==> src/rtl/quad_encoder_conditioner.sv <==
// quad_encoder_conditioner: sync + glitch filter + quadrature decode for SA/SB; QUAD_GLITCH_CNT_EN enables glitch_cnt
module quad_encoder_conditioner #(
  parameter int SYNC_STAGES = 2,
  parameter int FILT_CYCLES = 1000,
  parameter int POS_W       = 32
) (
  input  logic                    clk,
  input  logic                    arst,
  input  logic                    SA,
  input  logic                    SB,
  input  logic                    err_clr,
  output logic                    sa_clean,
  output logic                    sb_clean,
  output logic                    dir,
  output logic signed [POS_W-1:0] pos,
  output logic                    edge_stb,
  output logic                    quad_err,
  output logic                    init_done,
  output logic [15:0]             glitch_cnt
);
  localparam logic [15:0] FC_TC   = 16'(FILT_CYCLES - 1);
  localparam logic [16:0] INIT_TC = 17'(SYNC_STAGES + FILT_CYCLES + 1);
  typedef enum logic {INIT, TRACK} state_t;
  state_t state, state_nx;
  logic [SYNC_STAGES-1:0] sh [2];
  logic [15:0] fc [2];
  logic [1:0]  raw, syn, filt, prev_ab;
  logic [16:0] init_cnt;
  logic        init_tc, fwd, rev, ill;
  assign raw      = {SA, SB};
  assign syn      = {sh[1][SYNC_STAGES-1], sh[0][SYNC_STAGES-1]};
  assign sa_clean = filt[1];
  assign sb_clean = filt[0];
  always_ff @(posedge clk) begin
    if (!arst) begin
      filt <= '0;
      for (int i = 0; i < 2; i++) begin
        sh[i] <= '0;
        fc[i] <= '0;
      end
    end else begin
      for (int i = 0; i < 2; i++) begin
        sh[i] <= {sh[i][SYNC_STAGES-2:0], raw[i]};
        fc[i] <= (syn[i] != filt[i] && fc[i] != FC_TC) ? fc[i] + 16'd1 : 16'd0;
        if (syn[i] != filt[i] && fc[i] == FC_TC) filt[i] <= syn[i];
      end
    end
  end
  always_ff @(posedge clk) state <= !arst ? INIT : state_nx;
  always_comb begin
    init_tc  = state == INIT && init_cnt == INIT_TC;
    state_nx = init_tc ? TRACK : state;
  end
  // Gray-code successor tables: forward 00->10->11->01, reverse 00->01->11->10
  assign fwd = state == TRACK && filt == {~prev_ab[0], prev_ab[1]};
  assign rev = state == TRACK && filt == {prev_ab[0], ~prev_ab[1]};
  assign ill = state == TRACK && filt == ~prev_ab;
  always_ff @(posedge clk) begin
    if (!arst) begin
      init_cnt  <= '0;
      init_done <= 1'b0;
      prev_ab   <= '0;
      pos       <= '0;
      dir       <= 1'b1;
      edge_stb  <= 1'b0;
      quad_err  <= 1'b0;
    end else begin
      init_cnt  <= init_cnt + 17'(state == INIT);
      init_done <= init_done | init_tc;
      prev_ab   <= filt;
      pos       <= fwd ? pos + 1'b1 : rev ? pos - 1'b1 : pos;
      dir       <= fwd ? 1'b1 : rev ? 1'b0 : dir;
      edge_stb  <= fwd | rev;
      quad_err  <= ill | (quad_err & ~err_clr);
    end
  end
`ifdef QUAD_GLITCH_CNT_EN
  logic [1:0]  glitch;
  logic [16:0] gsum;
  assign glitch = ~(syn ^ filt) & {|fc[1], |fc[0]};
  assign gsum   = {1'b0, glitch_cnt} + 17'(glitch[1]) + 17'(glitch[0]);
  always_ff @(posedge clk)
    glitch_cnt <= (!arst || err_clr) ? 16'h0 : gsum[16] ? 16'hFFFF : gsum[15:0];
`else
  assign glitch_cnt = 16'h0;
`endif
endmodule

==> config.mk <==
export PLATFORM = sky130hd
export DESIGN_NAME = quad_encoder_conditioner
export DESIGN_NICKNAME = d
export VERILOG_FILES = /design/src/rtl/quad_encoder_conditioner.sv
export SDC_FILE = /design/constraint.sdc
export NUM_CORES = 1
export LEC_CHECK = 0
export BUFFER_PORTS_ARGS = -buffer_cell sky130_fd_sc_hd__buf_2
export CAP_MARGIN = 25
export CORE_ASPECT_RATIO = 0.75
export CORE_MARGIN = 1.5
export CORE_UTILIZATION = 35
export CTS_BUF_LIST = sky130_fd_sc_hd__clkbuf_16
export DETAILED_ROUTE_END_ITERATION = 6
export PLACE_DENSITY = 0.58
export SETUP_SLACK_MARGIN = 0.4
export SYNTH_ARGS = -nofsm -noshare
export SYNTH_HDL_FRONTEND = slang
export SYNTH_SLANG_ARGS = --single-unit
==> constraint.sdc <==
create_clock -name clk -period 11.2 [get_ports clk]
set_clock_uncertainty 0.1 [all_clocks]
set_input_delay 2.24 -clock clk [delete_from_list [all_inputs] [get_ports clk]]
set_output_delay 2.24 -clock clk [all_outputs]
set_load 0.02 [all_outputs]
# Yosys cells after proc, flatten, opt, wreduce, memory -nomap -nowiden
# Memory sizes are Yosys's and may differ from the RTL's.
# Cells that the tools add are included.
# word_totals
reg_bits	58
ramBits	36
in_bits	5
out_inout_bits	54
wordCells	61
memories	2
# op_classes
n_addsub	5
n_eq_ne	10
mux	10
n_bitwise	14
n_reduce_logical	10
# memory_table
name	depth	width	read_ports	rd_clocked_by_memory_dff	wr	line_no	text
fc	2	16	2	0	2	26	logic [15:0] fc [2];
sh	2	2	2	0	2	25	logic [SYNC_STAGES-1:0] sh [2];
# ops
cell	count
$mux W16	4
$mux W32	2
$add A16 B1 Y16 const B	2
$add A32 B1 Y32 const B	1
$eq A16 B10 Y1 const B	2
$ne A16 B10 Y1 const B	2
$sub A32 B1 Y32 const B	1
$add A17 B1 Y17	1
$eq A17 B10 Y1 const B	1
$logic_and A1 B1 Y1	8
$or A1 B1 Y1	7
$eq A2 B2 Y1	3
$not A1 Y1	5
$mux W2	2
$mux W1	2
$ne A1 B1 Y1	2
$not A2 Y2	1
$reduce_bool A2 Y1	1
$reduce_or A2 Y1	1
$and A1 B1 Y1	1

# Logic depth before layout (Yosys ltp)
# Gate-level depths: netlist of run 1.
# logic_depth
depth_word	5
ltp_mapped	13
depth_no_buf	13

# Worst setup path before layout of run 1
# Ideal clock, no wire load.
# synth_path
kind	register to register
start	register filt[0]
end	register pos[31]
arrival_ps	3563
path_slack_ps	7410
path_stages_with_launch	13
path_buffers	0
period_less_slack_ps	3790
path_cell_list	dfxtp_1 xor2_1 nor2_1 nand2_1 ha_1 and2_4 a221oi_2 a31oi_1 or4b_4 a31oi_2 mux2i_1 xnor2_1 nor2_1
# synth_between
elab_chain_cells	3
word_cells_on_any_way	6
cone_classes	2 x eq/ne; 1 x mux; 3 x reduce/logical
# synth_lines
element	line_no	text
from (decl)	27	logic [1:0] raw, syn, filt, prev_ab;
from (signal assigned)	36	filt <= '0;
$eq A2 B2 Y1, on equally long branches	55, 56	
$logic_and A1 B1 Y1, on equally long branches	55, 56	
$mux W32 / $reduce_bool A2 Y1 (equally long branches)	--	
to (signal assigned)	71	pos <= fwd ? pos + 1'b1 : rev ? pos - 1'b1 : pos;
to (decl)	15	output logic signed [POS_W-1:0] pos,
# Several ways; a longest one is shown, not always the timed one.
# A chain may end at the register's enable or synchronous reset.

# Final worst setup path of run 1
# Same ends and word-level chain as after synthesis.

==> results of run 1 <==
-- per-stage QoR --
stage	instance area, um2	utilization [%]
after floorplan	5480	-
after global placement	5770	38.0
after detailed placement	5770	38.0
after CTS	6050	39.9
after global routing	6050	39.9
final	6050	39.9
-- cell usage in the layout (no fill, tap or decap), types with 7 or more instances in the layout --
master | netlist | routed
ha_1 | 37 | 37
xnor2_1 | 26 | 26
or4_1 | 7 | 7
nor4_1 | 7 | 7
nand4_1 | 18 | 18
buf_2 | 3 | 42
clkbuf_16 | 0 | 9
o21ai_0 | 30 | 30
dfxtp_1 | 94 | 94
a21o_1 | 8 | 8
o21a_1 | 8 | 8
nand3_1 | 29 | 29
nand2_1 | 68 | 68
conb_1 | 1 | 16
nor3_1 | 8 | 8
or3_1 | 7 | 7
and2_1 | 11 | 11
a21oi_1 | 44 | 44
xor2_1 | 42 | 42
inv_1 | 18 | 18
nor2_1 | 90 | 90
and3_1 | 11 | 11
-- area by class of cell --
type / instances / area (um2)
Fill cell: 1528 / 9130
Multi-Input combinational cell: 533 / 3320
Sequential cell: 94 / 1880
Tap cell: 205 / 256
Timing Repair Buffer: 45 / 233
Clock buffer: 9 / 225
Inverter: 19 / 71.3
Clock inverter: 5 / 60.1
-- per-layer routing --
layer | global-route usage, % | vias to the layer above | wire length (um)
li1 | - | 2389 | -
met2 | 23.7 | 96 | 5390
met1 | 21.8 | 2145 | 6370
met4 | 4.98 | 0 | 210
met5 | 0 | - | 0
met3 | 4.28 | 17 | 531
-- worst min path at each step --
stage | start | endpoint | slack, ns | cells after the start
global placement | sh[0][0]$_SDFF_PN0_ | sh[0][1]$_SDFF_PN0_ | 0.32 | 1
CTS | sh[0][0]$_SDFF_PN0_ | sh[0][1]$_SDFF_PN0_ | 0.33 | 1
floorplan | sh[0][0]$_SDFF_PN0_ | sh[0][1]$_SDFF_PN0_ | 0.31 | 1
finish | sh[0][0]$_SDFF_PN0_ | sh[0][1]$_SDFF_PN0_ | 0.33 | 1
detailed placement | sh[0][0]$_SDFF_PN0_ | sh[0][1]$_SDFF_PN0_ | 0.32 | 1
global route | sh[0][0]$_SDFF_PN0_ | sh[0][1]$_SDFF_PN0_ | 0.35 | 1
-- flip-flops by register name (all words and copies together), names as in the netlist --
name,cells
fc,32
pos,32
init_cnt,17
sh,4
filt,2
prev_ab,2
dir,1
edge_stb,1
init_done,1
quad_err,1
state,1
-- power by group --
part / internal [mW] / switching (mW)
Combinational: 0.00272 / 0.0111
Clock: 0.172 / 0.132
Sequential: 0.336 / 0.00132
-- critical path, cell delays in order, from the launching register on --
cell and delay (ns):
dfxtp_1 0.45, xor2_1 0.19, nor2_1 0.09, nand2_1 0.26, buf_4 0.39, ha_1 0.35
and2_4 0.19, a221oi_2 0.27, a31oi_1 0.16, or4b_4 0.54, a31oi_2 0.17, mux2i_1 0.24
xnor2_1 0.14, nor2_1 0.05
-- logic make-up (layout without fill, tap and decap cells) --
| family | after synthesis | in the layout |
|---|---|---|
| other | 1 | 16 |
| AO/OA/AOI/OAI | 137 | 137 |
| AND/OR/NAND/NOR | 270 | 270 |
| XOR/XNOR | 68 | 68 |
| flip-flops | 94 | 94 |
| buffers and inverters | 56 | 78 |
| multiplexers | 4 | 4 |
| adder cells (fa/ha/maj) | 38 | 38 |
==> flow_summary.json, run 1 <==
{
  "rr_startpoint": "filt[0]$_SDFFE_PN0P_",
  "yosys.area.top_type": "dfxtp_1",
  "synth_cells": 668,
  "synthFlopType": "dfxtp_1",
  "hpwl_mm": 9.26,
  "dr.pass1.iters": 5,
  "vdd_drop_max_v": 0.0000678,
  "root_buffer": "clkbuf_16",
  "vias": 4647,
  "rr_worst_depth": 13,
  "fin_hold_ws_ns": 0.331,
  "yosysTopAreaCellShare_pct": 34.7,
  "cp_data_required_time_ns": 11.33,
  "finalPower_mw": 0.655,
  "rrSetupSlack_ns": 7.47,
  "row_count": 39,
  "power.leakage_nw": 2.64,
  "synth-edff-count": 0,
  "synth_compound_area_share_pct": 16.0,
  "die_h_um": 111,
  "synth_top_family_by_area": "simple AND/OR/NAND/NOR gates",
  "worstMarginPinSlew_ns": 0.930,
  "clk_latency_ns": 0.35,
  "yosysSeqAreaShare_pct": 34.7,
  "postCtsHoldBufs": 0,
  "grt_pass1_wl_mm": 20.9,
  "startpoint_type": "flop",
  "crit_arrival_ns": 3.86,
  "grt_max_degree": 39,
  "relSlewSlack_pct": 37.8,
  "drtIter0Drc": 367,
  "tritoncts": "yes",
  "fin_ws_ns": 7.47,
  "cp-endpoint": "pos[31]$_SDFFE_PN0P_",
  "worstSetupPathType": "flop to flop",
  "setup_violations": 0,
  "synthXorXnorAreaFrac_pct": 11.0,
  "rsz0062_at_grt": "no",
  "async_reset_ff_share_pct": 0,
  "slew_violations": 0,
  "synth.cell_area_um2": 5420,
  "nets": 745,
  "final-instance-count-excl-fill": 910,
  "ios": 59,
  "yosys.cell_types.count": 56,
  "dp.cells": 896,
  "holdCritPathClass": "flop to flop",
  "synth_most_common_cell": "dfxtp_1",
  "wirelength_mm": 12.5,
  "yosysWarnings": 0,
  "synth_seq_cells": 94,
  "grt_remaining_overflow": 0,
  "routed_via_density": 5.11,
  "synth_mux_area_share_pct": 0.739,
  "start_util_pct": 35.7,
  "path_clk_slew_ns": 0.06,
  "clk_path_buf_depth": 2,
  "drive_gt1_share_pct": 9.50,
  "synth_commonest_cells": "94 x dfxtp_1, 90 x nor2_1, 68 x nand2_1",
  "diodes": 0,
  "finalCritPeriodShare_pct": 33.3,
  "antenna_found_initial": 0,
  "status": "finished, final reports clean",
  "fmax_mhz": 268,
  "avgRoutedWirePerCell_um": 13.7,
  "dieArea_um2": 16200,
  "yosys.area_share.simple_pct": 23.6,
  "ant_nets": 0,
  "synth_fa_ha_area_share_pct": 8.91,
  "powerDensity_nw_per_um2": 108,
  "core_region_area_um2": 15200,
  "fin_setup_tns_ns": 0,
  "area_delta_synth_final_pct": 11.7,
  "cts_setup_buffers": 0,
  "clock_sinks": 94,
  "die_w_um": 147,
  "hold_viol_final": 0,
  "synth_area_leaders": "dfxtp_1 35%, ha_1 8.5%, xor2_1 6.8%",
  "critPathMaxFanout": 29,
  "timing.rr.end": "pos[31]$_SDFFE_PN0P_",
  "place_ws_ns": 7.37,
  "finalCriticalPeriod_ns": 3.73,
  "cts_buffers": 9,
  "cts_max_level": 3,
  "syn_avg_cell_area_um2": 8.11,
  "endpoint_kind": "flop",
  "drc": 0,
  "drv_cap": 0,
  "routabilityCongestion": 0.895,
  "cts_resized": 0,
  "port_buffers": 42,
  "grt_pass1_vias": 4344,
  "grt_use_total_pct": 15.8,
  "startpoint": "filt[0]$_SDFFE_PN0P_"
}
Power figures use the tool's default switching activity.
==> run 2: changes to the inputs <==
==> constraint.sdc (replaced) <==
create_clock -name clk -period 3.5 [get_ports clk]
set_clock_uncertainty 0.1 [all_clocks]
set_input_delay 0.7 -clock clk [delete_from_list [all_inputs] [get_ports clk]]
set_output_delay 0.7 -clock clk [all_outputs]
set_load 0.02 [all_outputs]
==> flow_summary.json, run 2 (same netlist as run 1, synthesis figures left out) <==
{
  "dr.pass1.iters": 5,
  "drtIter0Drc": 331,
  "rr_startpoint": "prev_ab[0]$_SDFF_PN0_",
  "routabilityCongestion": 0.909,
  "finalCriticalPeriod_ns": 3.17,
  "dieArea_um2": 16200,
  "antenna_found_initial": 0,
  "row_count": 39,
  "crit_buf_inv": 2,
  "cp.depth": 13,
  "vdd_drop_max_v": 0.000265,
  "path_clk_slew_ns": 0.07,
  "endpoint_kind": "flop",
  "critPathMaxFanout": 7,
  "relSlewSlack_pct": 59.5,
  "reg_top3": "fc x32, pos x32, init_cnt x17",
  "setup_violations": 0,
  "worstPathCellList": "xnor2_4 -> nor2_4 -> buf_12 -> nand2_4 -> ha_2 -> and4_1 -> and3_1 -> o31ai_4 -> a21oi_2 -> buf_4 -> nor2_2 -> or4_1 -> o211ai_1",
  "hold_viol_final": 0,
  "area_delta_synth_final_pct": 20.4,
  "wirelength_mm": 13.7,
  "clk_latency_ns": 0.36,
  "grt_remaining_overflow": 0,
  "grt_pass1_vias": 4542,
  "drv_cap": 0,
  "hold_path_startpoint": "sh[0][2]$_SDFF_PN0_",
  "startpoint_type": "flop",
  "ios": 59,
  "crit_arrival_ns": 3.35,
  "worstMarginPinSlew_ns": 0.605,
  "core_region_area_um2": 15200,
  "routed_via_density": 5.14,
  "drc": 0,
  "drive_gt1_share_pct": 18.5,
  "tritoncts": "yes",
  "ant_nets": 0,
  "fmax_mhz": 316,
  "avgRoutedWirePerCell_um": 14.8,
  "root_buffer": "clkbuf_16",
  "slew_violations": 0,
  "vias": 4758,
  "worstSetupPathType": "flop to flop",
  "clk_path_buf_depth": 2,
  "critPathSlowestCell": "or4_1",
  "cpPeakStageDelay_ns": 0.51,
  "clock_sinks": 94,
  "fin_hold_ws_ns": 0.336,
  "grt_max_degree": 35,
  "diodes": 0,
  "hold_depth": 1,
  "cp_top_family": "simple AND/OR/NAND/NOR gates",
  "grt_pass1_wl_mm": 22.8,
  "status": "finished, final reports clean",
  "place_area_um2": 5850,
  "finalCritPeriodShare_pct": 90.5,
  "nets": 758,
  "rsz0062_at_grt": "yes",
  "rr_worst_depth": 13,
  "port_buffers": 42,
  "timing.rr.end": "pos[30]$_SDFFE_PN0P_",
  "rrSetupSlack_ns": 0.33,
  "die_h_um": 111,
  "holdPathEnd": "sh[0][3]$_SDFF_PN0_",
  "design_area_um2": 6520,
  "powerDensity_nw_per_um2": 332,
  "cts_buffers": 9,
  "most-common-layout-cells": "89 x dfxtp_1, 88 x nor2_1, 66 x nand2_1",
  "fin_setup_tns_ns": 0,
  "power.leakage_nw": 2.77,
  "die_w_um": 147,
  "grt_use_total_pct": 17.4,
  "cp_data_required_time_ns": 3.68,
  "holdCritPathClass": "flop to flop",
  "start_util_pct": 35.7,
  "hpwl_mm": 9.69,
  "cts_max_level": 3,
  "final_common_cell": "dfxtp_1"
}
## run 2: routing by layer
layer	share of wire, %	up-vias	track usage [%]
met1	51	2222	24.7
met5	0	-	0
met2	43	97	26.6
met4	1.8	0	5.12
li1	-	2420	-
met3	4.1	19	3.29
## run 2: worst max path at each step
stage                          start  slack [ns]              endpoint
2_1_floorplan   filt[0]$_SDFFE_PN0P_        0.42  pos[31]$_SDFFE_PN0P_
3_3_place_gp    filt[0]$_SDFFE_PN0P_        0.16  pos[26]$_SDFFE_PN0P_
3_5_place_dp    filt[0]$_SDFFE_PN0P_        0.09  pos[26]$_SDFFE_PN0P_
4_1_cts         filt[0]$_SDFFE_PN0P_        0.35  pos[31]$_SDFFE_PN0P_
5_1_grt        prev_ab[0]$_SDFF_PN0_        0.25  pos[31]$_SDFFE_PN0P_
6_report       prev_ab[0]$_SDFF_PN0_        0.33  pos[30]$_SDFFE_PN0P_
## run 2: repair_timing
item	4_1_cts	5_1_grt
pin swaps	7	11
gates resized for setup	18	43
endpoints found under the setup margin	18	18
gates cloned	2	0
hold buffers	0	0
setup buffers	5	2
## run 2: power breakdown
part | switching, mW | leakage [nW] | total (mW) | internal, mW
combinational | 0.0376 | 1.86 | 0.0472 | 0.00961
sequential | 0.00413 | 0.762 | 1.08 | 1.07
clock | 0.471 | 0.149 | 1.04 | 0.573
total | 0.513 | 2.77 | 2.17 | 1.65
## run 2: through the flow
step | util [%] | cells | power (mW) | setup slack [ns]
after global routing | 43.0 | 925 | 2.24 | 0.254
final | 43.0 | 925 | 2.17 | 0.331
after floorplan | - | 683 | 1.15 | 0.417
after CTS | 41.8 | 923 | 2.19 | 0.354
after global placement | 38.5 | 900 | 1.15 | 0.156
after detailed placement | 38.5 | 900 | 1.15 | 0.0924
## run 2: final cells by class
class                   instances  area [um2]
multi-input cells             535        3650
flip-flops and latches         94        1890
clock inverters                 7        92.6
well taps                     205         256
fillers                      1513        8650
repair buffers                 56         332
inverters                      19        71.3
clock buffers                   9         225
## run 2: worst register-to-register path: stages (launching register included)
cell,delay [ns]
dfxtp_2,0.36
xnor2_4,0.16
nor2_4,0.13
buf_12,0.15
nand2_4,0.12
ha_2,0.46
and4_1,0.23
and3_1,0.20
o31ai_4,0.10
a21oi_2,0.26
buf_4,0.16
nor2_2,0.05
or4_1,0.51
o211ai_1,0.09
